**config.mk**
```make
export PLATFORM = sky130hd
export DESIGN_NAME = axil_reg_if_wr_mux
export DESIGN_NICKNAME = d
export VERILOG_FILES = /design/src/rtl/axil_reg_if_wr_mux.sv
export SDC_FILE = /design/constraint.sdc
export NUM_CORES = 1
export LEC_CHECK = 0
export BUFFER_PORTS_ARGS = -buffer_cell sky130_fd_sc_hd__buf_2
export CORE_MARGIN = 8
export CORE_UTILIZATION = 30
export DETAILED_ROUTE_END_ITERATION = 7
export PLACE_DENSITY = 0.65
export SYNTH_ARGS = -nofsm -noshare
export SYNTH_HDL_FRONTEND = slang
export SYNTH_SLANG_ARGS = --single-unit
```
**constraint.sdc**
```tcl
create_clock -name clk -period 2.3 [get_ports clk]
set_clock_uncertainty 0.1 [all_clocks]
set_input_delay 0.23 -clock clk [delete_from_list [all_inputs] [get_ports clk]]
set_output_delay 0.23 -clock clk [all_outputs]
set_load 0.03 [all_outputs]
```
**src/rtl/axil_reg_if_wr_mux.sv**
```systemverilog
`default_nettype none
// ============================================================================
// Module   : axil_reg_if_wr_mux
// Brief    : AXI-Lite write slave decoding each write onto one of PORTS
//            register-interface ports with a strobe/ack handshake.
// Revision : 1.0
// ============================================================================
module axil_reg_if_wr_mux #(
  parameter int          DATA_WIDTH      = 32,
  parameter int          ADDR_WIDTH      = 32,
  parameter int          STRB_WIDTH      = DATA_WIDTH / 8,
  parameter int          PORTS           = 4,
  parameter int          PORT_ADDR_WIDTH = 12,
  parameter int          TIMEOUT         = 4,
  parameter logic [1:0]  TIMEOUT_RESP    = 2'b10
) (
  input  logic                       clk,
  input  logic                       rst_n,
  input  logic [ADDR_WIDTH-1:0]      s_axil_awaddr,
  input  logic [2:0]                 s_axil_awprot,
  input  logic                       s_axil_awvalid,
  output logic                       s_axil_awready,
  input  logic [DATA_WIDTH-1:0]      s_axil_wdata,
  input  logic [STRB_WIDTH-1:0]      s_axil_wstrb,
  input  logic                       s_axil_wvalid,
  output logic                       s_axil_wready,
  output logic [1:0]                 s_axil_bresp,
  output logic                       s_axil_bvalid,
  input  logic                       s_axil_bready,
  output logic [PORT_ADDR_WIDTH-1:0] reg_wr_addr,
  output logic [DATA_WIDTH-1:0]      reg_wr_data,
  output logic [STRB_WIDTH-1:0]      reg_wr_strb,
  output logic [PORTS-1:0]           reg_wr_en,
  input  logic [PORTS-1:0]           reg_wr_wait,
  input  logic [PORTS-1:0]           reg_wr_ack
);

  localparam int SEL_BITS = (PORTS > 1) ? $clog2(PORTS) : 0;
  localparam int IDX_W    = (SEL_BITS > 0) ? SEL_BITS : 1;
  localparam int CNT_W    = (TIMEOUT > 1) ? $clog2(TIMEOUT) : 1;
  localparam logic [CNT_W-1:0] CNT_INIT = (TIMEOUT > 0) ? CNT_W'(TIMEOUT - 1) : '0;

  typedef enum logic [1:0] {
    ST_IDLE   = 2'd0,
    ST_ACCESS = 2'd1,
    ST_RESP   = 2'd2
  } state_t;

  state_t                  state_q, state_d;
  logic                    aw_full_q, aw_full_d;
  logic                    w_full_q, w_full_d;
  logic [ADDR_WIDTH-1:0]   addr_q, addr_d;
  logic [DATA_WIDTH-1:0]   data_q, data_d;
  logic [STRB_WIDTH-1:0]   strb_q, strb_d;
  logic [IDX_W-1:0]        idx_q, idx_d;
  logic [CNT_W-1:0]        cnt_q, cnt_d;
  logic [PORTS-1:0]        en_q, en_d;
  logic [1:0]              bresp_q, bresp_d;
  logic                    bvalid_q, bvalid_d;
  logic                    awready_q, awready_d;
  logic                    wready_q, wready_d;

  logic                    aw_fire, w_fire;
  logic [ADDR_WIDTH-1:0]   addr_in, sel_shift, upper_bits;
  logic [IDX_W-1:0]        idx_in;
  logic                    unmapped;
  logic [PORTS-1:0]        en_one;
  logic                    unused_ok;

  assign aw_fire = awready_q & s_axil_awvalid;
  assign w_fire  = wready_q & s_axil_wvalid;

  // Decode looks at the address as it will be held after this edge, so a
  // write whose last channel arrives now can start its access next cycle.
  assign addr_in    = aw_fire ? s_axil_awaddr : addr_q;
  assign sel_shift  = addr_in >> PORT_ADDR_WIDTH;
  assign upper_bits = addr_in >> (PORT_ADDR_WIDTH + SEL_BITS);
  assign idx_in     = (SEL_BITS > 0) ? sel_shift[IDX_W-1:0] : '0;
  assign unmapped   = (upper_bits != '0) || (32'(idx_in) >= PORTS);
  assign unused_ok  = ^{s_axil_awprot, sel_shift};

  always_comb begin
    state_d   = state_q;
    aw_full_d = aw_full_q;
    w_full_d  = w_full_q;
    addr_d    = addr_q;
    data_d    = data_q;
    strb_d    = strb_q;
    idx_d     = idx_q;
    cnt_d     = cnt_q;
    bresp_d   = bresp_q;
    en_one    = '0;
    en_one[0] = 1'b1;

    case (state_q)
      ST_IDLE: begin
        if (aw_fire) begin
          aw_full_d = 1'b1;
          addr_d    = s_axil_awaddr;
        end
        if (w_fire) begin
          w_full_d = 1'b1;
          data_d   = s_axil_wdata;
          strb_d   = s_axil_wstrb;
        end
        if (aw_full_d && w_full_d) begin
          if (unmapped) begin
            state_d = ST_RESP;
            bresp_d = 2'b11;
          end else if (strb_d == '0) begin
            state_d = ST_RESP;
            bresp_d = 2'b00;
          end else begin
            state_d = ST_ACCESS;
            idx_d   = idx_in;
            cnt_d   = CNT_INIT;
          end
        end
      end
      ST_ACCESS: begin
        // Ack takes priority over an expiring counter.
        if (reg_wr_ack[idx_q]) begin
          state_d = ST_RESP;
          bresp_d = 2'b00;
        end else if ((TIMEOUT != 0) && (cnt_q == '0)) begin
          state_d = ST_RESP;
          bresp_d = TIMEOUT_RESP;
        end else if (!reg_wr_wait[idx_q] && (cnt_q != '0)) begin
          cnt_d = cnt_q - 1'b1;
        end
      end
      ST_RESP: begin
        if (s_axil_bready) begin
          state_d   = ST_IDLE;
          bresp_d   = 2'b00;
          aw_full_d = 1'b0;
          w_full_d  = 1'b0;
        end
      end
      default: state_d = ST_IDLE;
    endcase

    en_d      = (state_d == ST_ACCESS) ? (en_one << idx_d) : '0;
    bvalid_d  = (state_d == ST_RESP);
    awready_d = (state_d == ST_IDLE) && !aw_full_d;
    wready_d  = (state_d == ST_IDLE) && !w_full_d;
  end

  always_ff @(posedge clk or negedge rst_n) begin
    if (!rst_n) begin
      state_q   <= ST_IDLE;
      aw_full_q <= 1'b0;
      w_full_q  <= 1'b0;
      addr_q    <= '0;
      data_q    <= '0;
      strb_q    <= '0;
      idx_q     <= '0;
      cnt_q     <= '0;
      en_q      <= '0;
      bresp_q   <= 2'b00;
      bvalid_q  <= 1'b0;
      awready_q <= 1'b0;
      wready_q  <= 1'b0;
    end else begin
      state_q   <= state_d;
      aw_full_q <= aw_full_d;
      w_full_q  <= w_full_d;
      addr_q    <= addr_d;
      data_q    <= data_d;
      strb_q    <= strb_d;
      idx_q     <= idx_d;
      cnt_q     <= cnt_d;
      en_q      <= en_d;
      bresp_q   <= bresp_d;
      bvalid_q  <= bvalid_d;
      awready_q <= awready_d;
      wready_q  <= wready_d;
    end
  end

  assign s_axil_awready = awready_q;
  assign s_axil_wready  = wready_q;
  assign s_axil_bresp   = bresp_q;
  assign s_axil_bvalid  = bvalid_q;
  assign reg_wr_addr    = addr_q[PORT_ADDR_WIDTH-1:0];
  assign reg_wr_data    = data_q;
  assign reg_wr_strb    = strb_q;
  assign reg_wr_en      = en_q;

endmodule
`default_nettype wire

```
==> results.sh, run 1 <==
export IMPL_yosys_warnings=0
export IMPL_seq_area_frac_synth_pct=57.3
export IMPL_final_period_utilization_pct=97.6
export IMPL_grt_max_degree=60
export IMPL_reg2regPathDepth=6
export IMPL_max_freq_mhz=445
export IMPL_diodes=0
export IMPL_rsz0062_at_grt="yes"
export IMPL_worstReg2RegEnd="reg_wr_en[3]"
export IMPL_viasPerCell=4.47
export IMPL_relSlewSlack_pct=48.9
export IMPL_start_util_pct=30.8
export IMPL_synth_seq_cells=85
export IMPL_core_um2=12100
export IMPL_dpl_cell_area_um2=4560
export IMPL_path_clk_slew_ns=0.06
export IMPL_r2r_slack_ns=0.06
export IMPL_gr_total_overflow=0
export IMPL_rows=40
export IMPL_worstPathRequired_ns=2.43
export IMPL_syn_nets=350
export IMPL_cts_made_buffers=9
export IMPL_grt_pass1_vias=2900
export IMPL_stdcell_area_um2=4900
export IMPL_startpoint_type="flip-flop"
export IMPL_post_route_min_period_ns=2.24
export IMPL_die_h_um=127
export IMPL_critPathArrivalTime_ns=2.37
export IMPL_grt_usage_pct=11.2
export IMPL_peakVddDrop_uv=828
export IMPL_die_width_um=127
export IMPL_whs_ns=0.0183
export IMPL_powerDensity_nw_per_um2=1440
export IMPL_crit_chain="nor4_2 > nand4_1 > a221oi_4 > nand4_4 > mux2_4 > and3b_1"
export IMPL_fin_ws_ns=0.0551
export IMPL_final_cells=572
export IMPL_portBuffers=137
export IMPL_syn_area_per_cell_um2=14.2
export IMPL_max_stage_delay_ns=0.41
export IMPL_path_max_fanout=5
export IMPL_cp_top_family="simple AND/OR/NAND/NOR gates"
export IMPL_postRouteAntennaNets=0
export IMPL_path_buf_inv=0
export IMPL_ys_flop_type="dfrtp_1"
export IMPL_whs_endpoint="addr_q[11]"
export IMPL_outcome="finished clean"
export IMPL_clock_latency_ns=0.34
export IMPL_power_leakage_uw=0.00237
export IMPL_cp_end_kind="flip-flop"
export IMPL_cts_buffer_depth=2
export IMPL_drive_above_1_share_pct=62.4
export IMPL_drv_cap=0
export IMPL_critical_path_startpoint="addr_q[27]"
export IMPL_syn_cell_area_um2=3710
export IMPL_cts_root_buf="clkbuf_16"
export IMPL_initialDrtViolationCount=99
export IMPL_dieArea_um2=16200
export IMPL_setup_tns_final_ns=0
export IMPL_worstSetupPathType="flip-flop to flip-flop"
export IMPL_antenna_found_initial=0
export IMPL_drv_slew=0
export IMPL_cts_sinks=85
export IMPL_cts_tree="built"
export IMPL_totalWireLength_mm=8.77
export IMPL_setup_viol=0
export IMPL_fill_cells=1152
export IMPL_hp_start="s_axil_awaddr[11]"
export IMPL_drt_wirelength_per_cell_um=15.3
export IMPL_cts_htree_levels=3
export IMPL_synth_distinct_cells=46
export IMPL_cp_slowest_cell="a221oi_4"
export IMPL_dp_slack_ns=-0.0183
export IMPL_globalplace_congestion=0.745
export IMPL_layout_nets=488
export IMPL_drc_errors=0
export IMPL_synth_edff_count=0
export IMPL_hold_depth=2
export IMPL_ios=141
export IMPL_synthToLayoutAreaGrowth_pct=32.1
export IMPL_via_count=2556
export IMPL_hold_viol=0
export IMPL_syn_inst=261
export IMPL_grt_pass1_wl_mm=14.2
export IMPL_min_path_type="input pin to flip-flop"
export IMPL_r2r_start="addr_q[27]"
export IMPL_firstDrtPassIters=4
export IMPL_place_hpwl_mm=6.89
export IMPL_place_inst=554
export IMPL_worstMarginPinSlew_ns=0.767
export IMPL_async_flop_share_pct=100
## layout make-up
class | count | area, um2 | share of cell area, %
Sequential cell | 85 | 2130 | 43.4
Clock buffer | 12 | 246 | 5.03
Tap cell | 168 | 210 | 4.29
Multi-Input combinational cell | 148 | 1460 | 29.8
Timing Repair Buffer | 148 | 786 | 16.0
Inverter | 7 | 26.3 | 0.536
Clock inverter | 4 | 47.5 | 0.970
## where the power goes
part | internal [uW] | leakage, uW | switching, uW | total (uW)
Sequential | 2200 | 0.00102 | 374 | 2570
Combinational | 1240 | 0.00120 | 1840 | 3080
Clock | 867 | 0.000143 | 561 | 1430
Total | 4310 | 0.00237 | 2770 | 7080
## cells in the final DEF (no fill, tap or decap), types with 2 or more instances in the layout
cell	n
ha_1	5
nand2_2	2
clkbuf_16	9
a21oi_1	2
mux2_1	3
clkinv_2	2
mux2_4	2
nand4_1	2
dfrtp_1	85
o22ai_1	2
clkbuf_1	2
inv_1	7
nand2_1	9
buf_4	10
and2_1	2
buf_2	136
mux2_2	70
o31ai_1	3
nor4_2	5
nor3_1	3
nor4_1	5
nor2_1	7
mux4_2	2
## sequential cells by signal, indices dropped and copies added (netlist names), 2 cells and up
| signal | flops |
|---|---|
| addr_q | 32 |
| cnt_q | 2 |
| idx_q | 2 |
| reg_wr_data | 32 |
| reg_wr_en | 4 |
| reg_wr_strb | 4 |
| s_axil_bresp | 2 |
| state_q | 2 |
## routing by layer
layer  part of all wire (%)  track usage (%)
met5                      0                0
met3                     11             5.74
met2                     45             17.4
met4                    2.1             5.88
met1                     42             12.3
## through the flow
step                total power [uW]  util [%]
floorplan                       4850         -
global placement                5570      37.8
detailed placement              5680      37.8
CTS                             7180      40.4
global route                    7510      40.6
finish                          7080      40.6
## how the worst max path moves through the flow
stage,cells past startpoint,slack (ns),endpoint
2_1_floorplan,7,0.09,s_axil_bresp[1]
3_3_place_gp,6,0.01,reg_wr_en[3]
3_5_place_dp,6,-0.02,reg_wr_en[3]
4_1_cts,6,0.006,reg_wr_en[0]
5_1_grt,6,-0.1,reg_wr_en[1]
6_report,6,0.06,reg_wr_en[3]
## Yosys cell counts, types with 2 or more instances
cell type	number	area [um2]
o22ai_1	2	12.5
nand4_1	2	12.5
nor4_1	7	43.8
and2_1	2	12.5
mux4_2	2	45.0
inv_1	7	26.3
o31ai_1	3	22.5
mux2_2	70	788
dfrtp_1	85	2130
mux2_4	2	30.0
mux2_1	3	33.8
clkbuf_1	3	11.3
nor2_1	7	26.3
nor3_1	3	15.0
nand2_1	9	33.8
nand2_2	2	12.5
ha_1	5	62.6
a21oi_1	3	15.0
buf_1	4	15.0
buf_4	12	90.1
nor4_2	3	37.5
## logic make-up (layout without fill, tap and decap cells)
| group | count (synthesis) | after routing | synth area share [%] |
|---|---|---|---|
| buf+inv | 28 | 171 | 4.28 |
| flops | 85 | 85 | 57.3 |
| fa+ha+maj | 5 | 5 | 1.69 |
| compound gates | 20 | 20 | 4.58 |
| mux | 78 | 78 | 24.4 |
| simple gates | 45 | 45 | 7.72 |
## what timing repair did
| item | CTS | global route |
|---|---|---|
| gates resized for setup | 2 | 4 |
| hold buffers | 1 | 0 |
| pin swaps | 2 | 2 |
| buffers inserted | 0 | 1 |
| endpoints found under the hold margin | 57 | 0 |
| endpoints found under the setup margin | 4 | 8 |
(Power assumes the default switching activity.)
==> run 2, diff against run 1 <==
--- a/config.mk
+++ b/config.mk
@@ -8,8 +8,10 @@
 export BUFFER_PORTS_ARGS = -buffer_cell sky130_fd_sc_hd__buf_2
 export CORE_MARGIN = 8
 export CORE_UTILIZATION = 30
+export CTS_BUF_LIST = sky130_fd_sc_hd__clkbuf_8
 export DETAILED_ROUTE_END_ITERATION = 7
 export PLACE_DENSITY = 0.65
+export REMOVE_ABC_BUFFERS = 1
 export SYNTH_ARGS = -nofsm -noshare
 export SYNTH_HDL_FRONTEND = slang
 export SYNTH_SLANG_ARGS = --single-unit
==> results.sh, run 2 (synthesis results as in run 1) <==
export IMPL_outcome="finished clean"
export IMPL_cts_made_buffers=9
export IMPL_grt_pass1_wl_mm=16.0
export IMPL_setup_viol=0
export IMPL_reg2regPathDepth=6
export IMPL_portBuffers=137
export IMPL_initialDrtViolationCount=82
export IMPL_path_max_fanout=4
export IMPL_max_freq_mhz=448
export IMPL_drc_errors=0
export IMPL_start_util_pct=30.8
export IMPL_powerDensity_nw_per_um2=1260
export IMPL_drv_slew=0
export IMPL_relSlewSlack_pct=64.6
export IMPL_post_route_min_period_ns=2.23
export IMPL_final_period_utilization_pct=97.2
export IMPL_path_clk_slew_ns=0.08
export IMPL_critical_path_startpoint="s_axil_awaddr[25]"
export IMPL_drv_cap=0
export IMPL_grt_pass1_vias=3147
export IMPL_worstReg2RegEnd="reg_wr_en[3]"
export IMPL_core_um2=12100
export IMPL_postRouteAntennaNets=0
export IMPL_final_common_cell="buf_2"
export IMPL_cts_htree_levels=3
export IMPL_cts_sinks=85
export IMPL_endpoint="reg_wr_en[3]"
export IMPL_final_util_pct=44.5
export IMPL_power_leakage_uw=0.00256
export IMPL_final_cells=626
export IMPL_cts_root_buf="clkbuf_8"
export IMPL_drt_wirelength_per_cell_um=15.8
export IMPL_whs_ns=0.0313
export IMPL_diodes=0
export IMPL_min_path_type="input pin to flip-flop"
export IMPL_cp_end_kind="flip-flop"
export IMPL_layout_nets=542
export IMPL_r2r_slack_ns=0.07
export IMPL_stdcell_area_um2=5370
export IMPL_cts_tree="built"
export IMPL_ios=141
export IMPL_dpl_cell_area_um2=4580
export IMPL_clock_latency_ns=0.36
export IMPL_die_width_um=127
export IMPL_critPathArrivalTime_ns=2.44
export IMPL_antenna_found_initial=0
export IMPL_worstMarginPinSlew_ns=0.531
export IMPL_setup_tns_final_ns=0
export IMPL_peakVddDrop_uv=578
export IMPL_r2r_start="addr_q[19]"
export IMPL_place_inst=554
export IMPL_cts_buffer_depth=2
export IMPL_startpoint_type="input pin"
export IMPL_worstSetupPathType="input pin to flip-flop"
export IMPL_drive_above_1_share_pct=56.6
export IMPL_via_count=2785
export IMPL_die_h_um=127
export IMPL_layout_common_cells="buf_2 (136), dfrtp_1 (84), mux2_2 (70)"
export IMPL_gr_total_overflow=0
export IMPL_rows=40
export IMPL_hold_viol=0
export IMPL_firstDrtPassIters=4
export IMPL_globalplace_congestion=0.751
export IMPL_grt_max_degree=49
export IMPL_synthToLayoutAreaGrowth_pct=44.7
export IMPL_grt_usage_pct=12.5
export IMPL_rsz0062_at_grt="yes"
export IMPL_totalWireLength_mm=9.90
export IMPL_viasPerCell=4.45
export IMPL_dieArea_um2=16200
export IMPL_worstPathRequired_ns=2.50
export IMPL_place_hpwl_mm=7.07
[run 2: cell count changes in the layout (fill, tap and decap cells not counted), moves of 2 or more]
cell,delta
buf_12,+2
clkbuf_1,-2
clkbuf_16,-9
clkbuf_8,+10
dlygate4sd3_1,+53
nor4_1,-2
nor4_2,+2
[run 2: through the flow]
step / setup slack (ns) / total power [uW]
final: 0.0655 / 6760
after floorplan: 0.0690 / 4680
after CTS: 0.00176 / 6810
after detailed placement: -0.0319 / 5710
after global routing: -0.0826 / 7210
after global placement: 0.0413 / 5600
[run 2: worst max-delay path, cell delays in order]
cell and delay [ns]:
dlygate4sd3_1 0.54, buf_2 0.14, nor4_2 0.31, a21oi_2 0.13, a221o_2 0.36, o221ai_2 0.21, nand4b_1 0.25, and3b_1 0.27
[run 2: repair_timing]
item,4_1_cts,5_1_grt
gates resized for setup,3,8
hold endpoints to repair,90,0
hold buffers,54,0
pin swaps,3,4
endpoints found under the setup margin,3,7
buffers inserted,0,2
[run 2: per-layer routing]
metal	vias to the layer above	part of all wire [%]	GRT usage, %
li1	1319	-	-
met1	1374	41	13.6
met2	79	50	21.1
met3	13	7.2	5.41
met4	0	2.1	5.18
met5	-	0	0
[run 2: cell type report]
type	count	area [um2]
timing repair buffer	202	1350
clock inverter	5	26.3
inverter	7	26.3
clock buffer	11	151
tap	168	210
fill	1140	6690
sequential	85	2130
multi-input combinational	148	1480
[run 2: power breakdown]
group | total [uW] | internal (uW) | switching [uW] | leakage (uW)
sequential | 2570 | 2190 | 376 | 0.00102
clock | 969 | 442 | 527 | 0.0000963
combinational | 3220 | 1340 | 1880 | 0.00144
total | 6760 | 3980 | 2790 | 0.00256
[run 2: worst min-delay path by stage]
| stage | to | slack (ns) | start | depth (start not counted) |
|---|---|---|---|---|
| after floorplan | addr_q[0] | -0.17 | rst_n | 0 |
| after global placement | addr_q[19] | 0.14 | rst_n | 1 |
| after detailed placement | addr_q[19] | 0.15 | rst_n | 1 |
| after CTS | addr_q[28] | 0.0005 | s_axil_awaddr[28] | 2 |
| after global routing | addr_q[30] | 0.002 | s_axil_awaddr[30] | 2 |
| final | addr_q[31] | 0.03 | s_axil_awaddr[31] | 2 |
==> run 3, diff against run 2 <==
--- a/config.mk
+++ b/config.mk
@@ -7,10 +7,10 @@
 export LEC_CHECK = 0
 export BUFFER_PORTS_ARGS = -buffer_cell sky130_fd_sc_hd__buf_2
 export CORE_MARGIN = 8
-export CORE_UTILIZATION = 30
+export CORE_UTILIZATION = 46
 export CTS_BUF_LIST = sky130_fd_sc_hd__clkbuf_8
 export DETAILED_ROUTE_END_ITERATION = 7
-export PLACE_DENSITY = 0.65
+export PLACE_DENSITY = 0.89
 export REMOVE_ABC_BUFFERS = 1
 export SYNTH_ARGS = -nofsm -noshare
 export SYNTH_HDL_FRONTEND = slang
==> results.sh, run 3 (synthesis results as in run 1) <==
export IMPL_place_inst=488
export IMPL_hold_viol=0
export IMPL_diodes=0
export IMPL_final_common_cell="buf_2"
export IMPL_final_period_utilization_pct=96.4
export IMPL_place_hpwl_mm=6.69
export IMPL_die_width_um=106
export IMPL_grt_pass1_vias=3011
export IMPL_start_util_pct=47.8
export IMPL_worstMarginPinSlew_ns=0.523
export IMPL_area_sequential_um2=2130
export IMPL_powerDensity_nw_per_um2=1350
export IMPL_grt_max_degree=47
export IMPL_startpoint_type="flip-flop"
export IMPL_rsz0062_at_grt="yes"
export IMPL_rows=32
export IMPL_worstSetupPathType="flip-flop to flip-flop"
export IMPL_crit_chain="nor4_2 > nand4_1 > a221o_2 > o21ai_1 > o211ai_1 > mux2_1"
export IMPL_whs_ns=0.0204
export IMPL_grt_usage_pct=16.4
export IMPL_critical_path_startpoint="addr_q[19]"
export IMPL_worstReg2RegEnd="cnt_q[0]"
export IMPL_endpoint="cnt_q[0]"
export IMPL_via_count=2670
export IMPL_postRouteAntennaNets=0
export IMPL_cts_made_buffers=9
export IMPL_relSlewSlack_pct=65.1
export IMPL_grt_pass1_wl_mm=14.7
export IMPL_drt_wirelength_per_cell_um=17.2
export IMPL_fill_cells=595
export IMPL_firstDrtPassIters=4
export IMPL_ios=141
export IMPL_cts_buffer_depth=2
export IMPL_setup_viol=0
export IMPL_post_route_min_period_ns=2.22
export IMPL_drive_above_1_share_pct=59.5
export IMPL_initialDrtViolationCount=72
export IMPL_drc_errors=0
export IMPL_cts_sinks=85
export IMPL_cp_slowest_cell="a221o_2"
export IMPL_core_um2=7770
export IMPL_path_max_fanout=3
export IMPL_power_leakage_uw=0.00241
export IMPL_dp_slack_ns=0.0195
export IMPL_layout_common_cells="buf_2 (136), dfrtp_1 (84), mux2_2 (70)"
export IMPL_critPathArrivalTime_ns=2.34
export IMPL_fin_ws_ns=0.0828
export IMPL_cts_htree_levels=3
export IMPL_outcome="finished clean"
export IMPL_drv_slew=0
export IMPL_viasPerCell=5.07
export IMPL_reg2regPathDepth=6
export IMPL_peakVddDrop_uv=872
export IMPL_worstPathRequired_ns=2.42
export IMPL_synthToLayoutAreaGrowth_pct=33.1
export IMPL_min_path_type="input pin to flip-flop"
export IMPL_multi_input_area_um2=1450
export IMPL_r2r_slack_ns=0.08
export IMPL_cts_root_buf="clkbuf_8"
export IMPL_drv_cap=0
export IMPL_totalWireLength_mm=9.05
export IMPL_max_freq_mhz=451
export IMPL_globalplace_congestion=0.814
export IMPL_dieArea_um2=11200
export IMPL_gr_total_overflow=0
export IMPL_clock_latency_ns=0.34
export IMPL_max_stage_delay_ns=0.44
export IMPL_crit_cells=6
export IMPL_cp_end_kind="flip-flop"
export IMPL_layout_nets=509
export IMPL_r2r_start="addr_q[19]"
export IMPL_cp_top_family="compound AO/OA/AOI/OAI gates"
export IMPL_cts_tree="built"
export IMPL_path_clk_slew_ns=0.09
export IMPL_portBuffers=137
export IMPL_path_buf_inv=0
export IMPL_die_h_um=106
export IMPL_final_cells=527
export IMPL_antenna_found_initial=0
## run 3: cell types whose count changed in the layout (fill, tap and decap cells not counted), moves of 2 or more
cell / previous run / this run
nor4_2: 7 / 4
clkinvlp_4: 1 / 3
buf_4: 9 / 7
clkinv_2: 3 / 1
inv_6: 0 / 2
nor4_1: 3 / 6
dlygate4sd3_1: 54 / 23
## run 3: area by class of cell
type	instances	share of cell area [%]
sequential	85	43.1
multi-input combinational	148	29.4
timing repair buffer	169	20.7
clock buffer	10	2.78
tap	102	2.58
clock inverter	6	0.911
inverter	7	0.532
## run 3: repair_timing
action / in CTS / in global routing
endpoints found under the setup margin: 0 / 7
hold buffers: 21 / 2
endpoints found under the hold margin: 59 / 2
setup buffers: 0 / 0
gates resized for setup: 0 / 6
## run 3: through the flow
stage	util, %	instance area, um2	power (uW)	TNS (ns)
after floorplan	-	3580	4680	0
after global placement	57.9	4500	5560	0
after detailed placement	57.9	4500	5690	0
after CTS	63.0	4890	6700	0
after global routing	63.6	4940	7060	-0.160
final	63.6	4940	6670	0
## run 3: power by group
part           switching [uW]  internal [uW]
Combinational            1880           1280
Clock                     528            427
Sequential                366           2190
Total                    2770           3900
## run 3: worst min-delay path by stage
stage	start	endpoint	slack [ns]	depth (start not counted)
2_1_floorplan	rst_n	addr_q[0]	-0.17	0
3_3_place_gp	rst_n	addr_q[26]	0.14	1
3_5_place_dp	rst_n	addr_q[19]	0.15	1
4_1_cts	s_axil_wdata[29]	reg_wr_data[29]	0.0005	2
5_1_grt	s_axil_wdata[28]	reg_wr_data[28]	0.002	2
6_report	s_axil_wdata[28]	reg_wr_data[28]	0.02	2
## run 3: layer usage
metal / GRT usage, % / part of all wire, % / vias up
met2: 29.4 / 52 / 89
met1: 16.9 / 38 / 1318
met3: 6.94 / 8.4 / 9
li1: - / - / 1254
met4: 4.92 / 1.2 / 0
met5: 0 / 0 / -
